## src/rtl/interrupt_sequencer_pkg.sv

```systemverilog
// Shared 6801 core types: bus address classes, data-out selects, exception
// sequencer states and the interrupt vector indices.
package interrupt_sequencer_pkg;

  typedef enum logic [2:0] {
    idle_ad,
    fetch_ad,
    read_ad,
    write_ad,
    push_ad,
    pull_ad,
    int_hi_ad,
    int_lo_ad
  } addr_type;

  typedef enum logic [2:0] {
    md_lo_dout,
    pc_lo_dout,
    pc_hi_dout,
    ix_lo_dout,
    ix_hi_dout,
    acca_dout,
    accb_dout,
    cc_dout
  } dout_type;

  typedef enum logic [3:0] {
    IDLE,
    P_PCL,
    P_PCH,
    P_IXL,
    P_IXH,
    P_A,
    P_B,
    P_CC,
    WAIT,
    V_HI,
    V_LO,
    DONE
  } istate_type;

  // Vector index: address is {12'hFFF, index, lo_byte}.
  localparam logic [2:0] SCI_VEC   = 3'd0;
  localparam logic [2:0] TOF_VEC   = 3'd1;
  localparam logic [2:0] OCF_VEC   = 3'd2;
  localparam logic [2:0] ICF_VEC   = 3'd3;
  localparam logic [2:0] IRQ1_VEC  = 3'd4;
  localparam logic [2:0] SWI_VEC   = 3'd5;
  localparam logic [2:0] NMI_VEC   = 3'd6;
  localparam logic [2:0] RESET_VEC = 3'd7;

endpackage

```

## src/rtl/interrupt_sequencer.sv

```systemverilog
// 6801 exception entry sequencer: stacks PC/IX/A/B/CCR, optionally parks for
// WAI, then fetches the two vector bytes.
module interrupt_sequencer
  import interrupt_sequencer_pkg::*;
#(
  parameter logic [2:0] RESET_IV = RESET_VEC,
  parameter logic [2:0] NMI_IV   = NMI_VEC
) (
  input  logic       clk,
  input  logic       rst,
  input  logic       start,
  input  logic [2:0] start_iv,
  input  logic       wai_mode,
  input  logic       wake,
  input  logic [2:0] wake_iv,
  input  logic       stall,
  output addr_type   addr_ctrl,
  output logic [2:0] iv,
  output dout_type   dout_sel,
  output logic       sp_dec,
  output logic       pc_hi_load,
  output logic       pc_lo_load,
  output logic       set_i,
  output logic       busy,
  output logic       done
);

  if (RESET_IV == NMI_IV) begin : g_iv_clash
    $error("RESET_IV and NMI_IV must differ");
  end

  istate_type state;
  logic [2:0] iv_reg;
  logic       wai_reg;

  always_ff @(posedge clk or posedge rst) begin
    if (rst) begin
      state   <= IDLE;
      iv_reg  <= '0;
      wai_reg <= 1'b0;
    end else if (!stall) begin
      unique case (state)
        IDLE: begin
          if (start) begin
            iv_reg  <= start_iv;
            wai_reg <= wai_mode;
            state   <= (start_iv == RESET_IV) ? V_HI : P_PCL;
          end
        end
        P_PCL: state <= P_PCH;
        P_PCH: state <= P_IXL;
        P_IXL: state <= P_IXH;
        P_IXH: state <= P_A;
        P_A:   state <= P_B;
        P_B:   state <= P_CC;
        P_CC:  state <= wai_reg ? WAIT : V_HI;
        WAIT: begin
          if (wake) begin
            iv_reg <= wake_iv;
            state  <= V_HI;
          end
        end
        V_HI:    state <= V_LO;
        V_LO:    state <= DONE;
        DONE:    state <= IDLE;
        default: state <= IDLE;
      endcase
    end
  end

  logic push_st;
  logic hi_st;
  logic lo_st;
  logic done_st;

  // Strobes are masked by stall so each fires once, on the advancing cycle.
  always_comb begin
    addr_ctrl = idle_ad;
    dout_sel  = md_lo_dout;
    push_st   = 1'b0;
    hi_st     = 1'b0;
    lo_st     = 1'b0;
    done_st   = 1'b0;
    unique case (state)
      P_PCL: begin addr_ctrl = push_ad; dout_sel = pc_lo_dout; push_st = 1'b1; end
      P_PCH: begin addr_ctrl = push_ad; dout_sel = pc_hi_dout; push_st = 1'b1; end
      P_IXL: begin addr_ctrl = push_ad; dout_sel = ix_lo_dout; push_st = 1'b1; end
      P_IXH: begin addr_ctrl = push_ad; dout_sel = ix_hi_dout; push_st = 1'b1; end
      P_A:   begin addr_ctrl = push_ad; dout_sel = acca_dout;  push_st = 1'b1; end
      P_B:   begin addr_ctrl = push_ad; dout_sel = accb_dout;  push_st = 1'b1; end
      P_CC:  begin addr_ctrl = push_ad; dout_sel = cc_dout;    push_st = 1'b1; end
      V_HI:  begin addr_ctrl = int_hi_ad; hi_st = 1'b1; end
      V_LO:  begin addr_ctrl = int_lo_ad; lo_st = 1'b1; end
      DONE:  done_st = 1'b1;
      default: ;
    endcase
    sp_dec     = push_st & ~stall;
    pc_hi_load = hi_st & ~stall;
    set_i      = hi_st & ~stall;
    pc_lo_load = lo_st & ~stall;
    done       = done_st & ~stall;
    busy       = (state != IDLE);
  end

  assign iv = iv_reg;

endmodule

```

## config.mk

```make
export PLATFORM = sky130hd
export DESIGN_NAME = interrupt_sequencer
export DESIGN_NICKNAME = d
export VERILOG_FILES = /design/src/rtl/interrupt_sequencer_pkg.sv /design/src/rtl/interrupt_sequencer.sv
export SDC_FILE = /design/constraint.sdc
export NUM_CORES = 1
export LEC_CHECK = 0
export CORE_MARGIN = 3
export CORE_UTILIZATION = 40
export DETAILED_ROUTE_END_ITERATION = 7
export GPL_TIMING_DRIVEN = 0
export PLACE_DENSITY = 0.88
export RECOVER_POWER = 50
export SLEW_MARGIN = 25
export SYNTH_ARGS = -nofsm -noshare
export SYNTH_HDL_FRONTEND = slang
export SYNTH_SLANG_ARGS = --single-unit
export TNS_END_PERCENT = 100
```

## constraint.sdc

```tcl
create_clock -name clk -period 1.6 [get_ports clk]
set_input_delay 0.24 -clock clk [delete_from_list [all_inputs] [get_ports clk]]
set_output_delay 0.24 -clock clk [all_outputs]
set_load 0.02 [all_outputs]
```

# Yosys cells after proc, flatten, opt, wreduce, memory -nomap -nowiden
# Cells that the tools add are included.
# classes
n_reduce_logical,7
n_eq_ne,14
mux,14
bitwise_logic,5
# ops
operator,n
4-bit one-hot mux with 11 select lines,1
3-bit one-hot mux with 7 select lines,1
4-bit by 3-bit == test with 1-bit output (second input constant),4
4-bit == test (second input constant),4
4-bit two-way mux,3
3-bit one-hot mux with 3 select lines,1
4-bit by 2-bit == test with 1-bit output (second input constant),2
7-bit OR reduction,1
3-bit two-way mux,2
3-bit one-hot mux with 2 select lines,1
3-bit AND reduction,2
1-bit two-way mux,5
1-bit AND,4
4-bit by 1-bit == test with 1-bit output (second input constant),1
4-bit logical NOT,1
2-bit != test (second input constant),2
4-bit AND reduction,1
4-bit nonzero test,1
3-bit == test (second input constant),1
2-bit nonzero test,1
1-bit NOT,1
# totals
reg_bits,8
wordCells,43

# Depth between registers and ports, before layout
# logic_depth
ltp_word,4
ltp_mapped,4
ltp_nobuf,3

# Worst setup path before layout
# OpenSTA, ideal clock, no wires.
# synth_timing
path_kind,reg-to-output
startpoint,register state[0]
endpoint,output set_i
stages_incl_launch_ff,4
path_buffers,1
setup_slack_ns,-0.456
t_arrival_ns,1.816
t_required_ns,1.360
path_cell_list,dfrtp_1 -> or2b_1 -> nor4b_1 -> buf_4
# synth_via
elab_chain_cells,3
# synth_rtl
element,line_no,source
start: declaration,interrupt_sequencer.sv:32,istate_type state;
start signal: assignment,interrupt_sequencer.sv:47,state <= (start_iv == RESET_IV) ? V_HI : P_PCL;
start signal: assignment,interrupt_sequencer.sv:56,P_CC: state <= wai_reg ? WAIT : V_HI;
4-bit == test,interrupt_sequencer.sv:84,unique case (state)
1-bit two-way mux,interrupt_sequencer.sv:84,
1-bit AND,-,
end: declaration,interrupt_sequencer.sv:23,"output logic set_i,"
# No other way between the ends.

# Worst setup path after layout
# layout_timing
startpoint,register state[0]
endpoint,output set_i
# layout_via
elab_chain_cells,3
# layout_rtl
element,line_no,source
4-bit == test,interrupt_sequencer.sv:84,
1-bit two-way mux,interrupt_sequencer.sv:84,
1-bit AND,interrupt_sequencer.sv:99,set_i = hi_st & ~stall;
# No other way between the ends.

==> flow_metrics.tcl <==
set metrics [dict create \
    largest_reg_flops 4 \
    final_common_cell "buf_4" \
    yosys_warnings 0 \
    synth_top_flop_cell "dfrtp_1" \
    ctsHoldBuffers 0 \
    relSlewSlack 0.760 \
    worstMarginPinSlew_ns 0.355 \
    final_cell_mix "buf_4 (13), clkdlybuf4s50_1 (12), nor2_1 (7), buf_6 (6), dfrtp_1 (6)" \
    ys_ff_latch 8 \
    dieArea_um2 2060 \
    cts_tree "built" \
    place_inst 106 \
    finClkSkew_ns 0.00239 \
    cts_max_level 1 \
    final_area_um2 1010 \
    route.detailed.drc 0 \
    clk-insertion-delay-late_ns 0.25 \
    hold_viol 0 \
    reg2regPathDepth 5 \
    finalNonFillerCells 117 \
    grt_pass1_vias 619 \
    drive_above_1_share 0.431 \
    synthDistinctLibCells 30 \
    io_pins 27 \
    swShare 0.434 \
    die_h_um 45.4 \
    dr.pass1.iters 4 \
    gp_congestion 0.860 \
    clkPwrFrac 0.083 \
    synthArstFlopShare 1.00 \
    arrival_ns 1.43 \
    vias 640 \
    post_drt_wl_per_cell_um 15.8 \
    synth.area.top_cells "dfrtp_1 (32%), mux2_2 (13%), mux2i_1 (4.8%)" \
    status "finished with violations" \
    worstSetupPathType "reg2out" \
    grt_max_degree 11 \
    cts_root_buf "clkbuf_4" \
    p_comb_frac 0.707 \
    synth_area_um2 619 \
    yosysTopAreaCell "dfrtp_1" \
    start_kind "register" \
    synth_nets 77 \
    die_w_um 45.4 \
    p_int_w 0.00109 \
    avgSynthCellArea_um2 9.53 \
    hold_path_class "in2async" \
    antenna_found_initial 0 \
    num_rows 13 \
    period_needed_ns 1.67 \
    fin_crit_sh 1.04 \
    regArea_um2 203 \
    dp_slack_ns -0.676 \
    r2r_slack_ns 0.01 \
    dpl.hpwl_mm 1.18 \
    total_switching_power_w 0.000838 \
    nets 116 \
    synth.top_cell.area_share 0.323 \
    drtIter0Drc 10 \
    power_density_nw_per_um2 1910 \
    nFillCells 99 \
    cp.required_ns 1.36 \
    grt_pass1_wl_mm 2.88 \
    portBuffers 26 \
    ir_drop_v 0.00145 \
    wirelength_mm 1.85 \
    drv_cap 0 \
    grt_overflow_total 0 \
    startpoint "state[0]" \
    avgViaCountPerCell 5.47 \
    crit_fanout 4 \
    grt.total_usage 0.190 \
    n_antenna_cell 0 \
    violations "negative setup slack" \
    cts.sinks 8 \
    clock.fmax_mhz 599 \
    start_util 0.448 \
    rsz0062_at_grt "true" \
    place_area_um2 913 \
    final_antenna_net_count 0 \
    worstReg2RegStart "state[0]" \
    areaGrowthSynthToFinish_pct 63.4 \
    finalMaxSlewViolations 0 \
    ys_seq_area_frac 0.323 \
    core-area_um2 1380 \
    cts_buffer_depth 2 \
    synth_edf_count 0 \
    power_frac_seq 0.210 \
    synth_cells 65 \
    clk_pin_slew_ns 0.06 \
    crit_end "set_i" \
    setup_viol 2 \
    leakagePower_nw 0.444 \
    cts_buffers 3 \
    worstSetupEndpointType "primary output" \
    worstReg2RegEnd "iv[0]" \
    worst_slack_ns -0.0701 \
    multi_input_area_um2 408 \
]
-- how the worst min path moves through the flow --
stage	start	endpoint	slack, ns	cells past startpoint
floorplan	rst	iv[0]	0.06	1
global placement	wai_reg	wai_reg	0.48	1
detailed placement	wai_reg	wai_reg	0.49	1
CTS	rst	iv[1]	0.24	2
global route	rst	wai_reg	0.39	2
finish	rst	iv[1]	0.37	2
-- synthesized netlist by cell type (2+ instances only) --
cell and instances:
o21ai_0 2, nand3_1 2, nor3_1 2, buf_6 2, mux2_2 7, or2b_1 2
mux2i_1 3, buf_2 3, nor2b_1 4, nand2_1 5, dfrtp_1 8, nor2_1 7
-- cell type report --
type | count | area share
plain buffers | 7 | 0.0705
clock buffers | 3 | 0.0222
inverters | 1 | 0.00371
multi-input cells | 49 | 0.403
flip-flops and latches | 8 | 0.200
well taps | 15 | 0.0185
repair buffers | 34 | 0.282
-- stage by stage --
stage | util | TNS [ns] | hold WS [ns] | total power, W
after floorplan | - | 0 | 0.0557 | 0.00116
after global placement | 0.661 | -3.56 | 0.480 | 0.00154
after detailed placement | 0.661 | -3.89 | 0.489 | 0.00157
after CTS | 0.695 | -0.136 | 0.241 | 0.00180
after global routing | 0.732 | -0.559 | 0.390 | 0.00204
final | 0.732 | -0.0732 | 0.366 | 0.00193
-- critical path, cell delays in order (launching register included) --
cell and delay, ns:
dfrtp_2 0.40, or2b_1 0.29, nor4b_4 0.23, buf_4 0.15, buf_6 0.10
-- what timing repair did --
action	4_1_cts	5_1_grt
pin swaps	1	0
setup buffers	5	3
gates resized for setup	57	13
endpoints found under the setup margin	12	12
gates cloned	0	0
-- routing by layer --
layer  track usage  up-vias  part of all wire
met2         0.325       30              0.51
met3        0.0279        4             0.064
met5             0        -                 0
li1              -      305                 -
met1         0.243      301              0.42
met4        0.0643        0            0.0049
-- cells by family after synthesis --
logic type | count (synthesis) | synth area share
AO/OA/AOI/OAI | 8 | 0.0950
XOR/XNOR | 1 | 0.0141
buffers and inverters | 8 | 0.0848
flip-flops | 8 | 0.323
multiplexers | 10 | 0.176
AND/OR/NAND/NOR | 30 | 0.307
-- power groups by stage --
stage	registers (W)	clock network [W]	logic [W]
2_1_floorplan	0.000434	0	0.000724
3_3_place_gp	0.000395	0	0.00115
3_5_place_dp	0.000402	0	0.00117
4_1_cts	0.000402	0.000161	0.00124
5_1_grt	0.000412	0.000173	0.00145
6_report	0.000406	0.000160	0.00137
Power figures use the tool's default switching activity.
==> RTL change, RTL diff (same flow settings) <==
Make the reset (`rst`) synchronous in one clocked block.
--- a/src/rtl/interrupt_sequencer.sv
+++ b/src/rtl/interrupt_sequencer.sv
@@ -34,5 +34,5 @@
   logic       wai_reg;
 
-  always_ff @(posedge clk or posedge rst) begin
+  always_ff @(posedge clk) begin
     if (rst) begin
       state   <= IDLE;
Function: differs if rst is asserted again (counterexample within 4 cycles, from zero or initial values and one cycle with rst high); with rst held inactive, the same outputs for 10 cycles.
==> RTL change against the original RTL <==
- highest routed layer unchanged
- core utilization shrank 4.4 points
- worst setup slack gained 0.069 ns
- worst hold slack gained 0.035 ns
- sequential cell count is the same
- via count grew 13%
- synthesized area shrank 4.0%
- die area shrank 3.5%
- final area shrank 8.2%
- sequential share of layout area shrank 1.2 points
- routed wire length grew 4.7%
- the flow still finishes with violations (negative setup slack)
Power is not compared: it rests on default switching activity, and its combinational part moved more than twofold at a synthesized area within 25%.
==> RTL change: results (changes against the original RTL) <==
GR Layer Usage met1=0.231 (was 0.243); fraction of layout cells with a size suffix above 1=0.333 (was 0.431); Primary FF master, synth=dfxtp_1 (was dfrtp_1); Slew HR=0.662 (was 0.760); later-pin clock latency in the skew report=0.27 ns (was 0.25 ns); post-placement setup slack=-0.330 ns (was -0.676 ns); GRT Resource Usage Total=0.195 (was 0.190); Avg Inst Size Synth=8.03 sq um (was 9.53 sq um); M2 GR Usage=0.309 (was 0.325); Final GP Congestion=0.866 (was 0.860); DP Cell Count=113 (was 106); DR iter-0 viols=39 (was 10); worst hold path type=input port to flip-flop (was input port to async pin); synth cell count leaders=8 x dfxtp_1, 7 x nor2_1, 6 x a21oi_1, 5 x inv_1 (was 8 x dfrtp_1, 7 x mux2_2, 7 x nor2_1, 5 x nand2_1, 4 x nor2b_1); setup TNS=-0.000652 ns (was -0.0732 ns); vias in the first global route=666 (was 619); outcome=finished, violations left (unchanged); final wirelength=1.93 mm (was 1.85 mm); CP top delay family=buffers and inverters (was simple AND/OR/NAND/NOR gates); Seq/Total Area, Yosys=0.269 (was 0.323); final setup vio count=1 (was 2); routed via count=725 (was 640); peak fanout along the critical path=6 (was 4); failing checks=negative setup slack (unchanged); # nets final=119 (was 116); Avg WL per Cell=16.1 um (was 15.8 um); PnR worst setup slack=-0.000652 ns (was -0.0701 ns); Cell variety after synth=32 (was 30); Syn Nets=86 (was 77)
[RTL change: cell count changes in the layout (fill, tap and decap cells not counted), sizes merged, moves of 3 or more]
cell and change:
a211oi +3, dfxtp +8, inv +4, a31oi +4, dfrtp -8, a21oi +5, mux2 -6, buf -7
nand2 -3
[RTL change: area by class of cell]
| type | count | area [sq um] |
|---|---|---|
| Buffer | 7 | 52.6 |
| Clock buffer | 3 | 22.5 |
| Fill cell | 121 | 420 |
| Inverter | 5 | 18.8 |
| Multi-Input combinational cell | 54 | 407 |
| Sequential cell | 8 | 175 |
| Tap cell | 15 | 18.8 |
| Timing Repair Buffer | 28 | 235 |
[RTL change: kinds of logic after synthesis]
family / Yosys count / share of synthesized area
AOI/OAI and AO/OA: 21 / 0.261
xor gates and xnor gates: 1 / 0.0147
buffers and inverters: 12 / 0.0905
DFF: 8 / 0.269
muxes: 4 / 0.0695
and+or+nand+nor: 28 / 0.295
[RTL change: power by group through the flow]
stage	logic, mW	registers [mW]	clock network [mW]
floorplan	0.103	0.234	0
global placement	0.189	0.228	0
detailed placement	0.192	0.229	0
CTS	0.195	0.227	0.169
global route	0.221	0.226	0.178
finish	0.207	0.225	0.169
[RTL change: timing repair]
action / 4_1_cts / 5_1_grt
endpoints found under the setup margin: 12 / 7
pin swaps: 1 / 1
gates resized for setup: 45 / 9
setup buffers: 1 / 3
[RTL change: path summary, 6_finish.rpt]
path	start	endpoint	slack, ns	depth (start not counted)
worst max-delay path	state[0]	addr_ctrl[1]	-0.0007	5
worst min-delay path	rst	state[0]	0.40	2
worst max register to register	state[3]	state[0]	0.08	3
worst min register to register	wai_reg	wai_reg	0.56	3
[RTL change: per-layer routing]
metal	share of wire	vias to the layer above
met5	0	-
met3	0.058	4
met2	0.49	29
met4	0.017	0
met1	0.44	351
li1	-	341
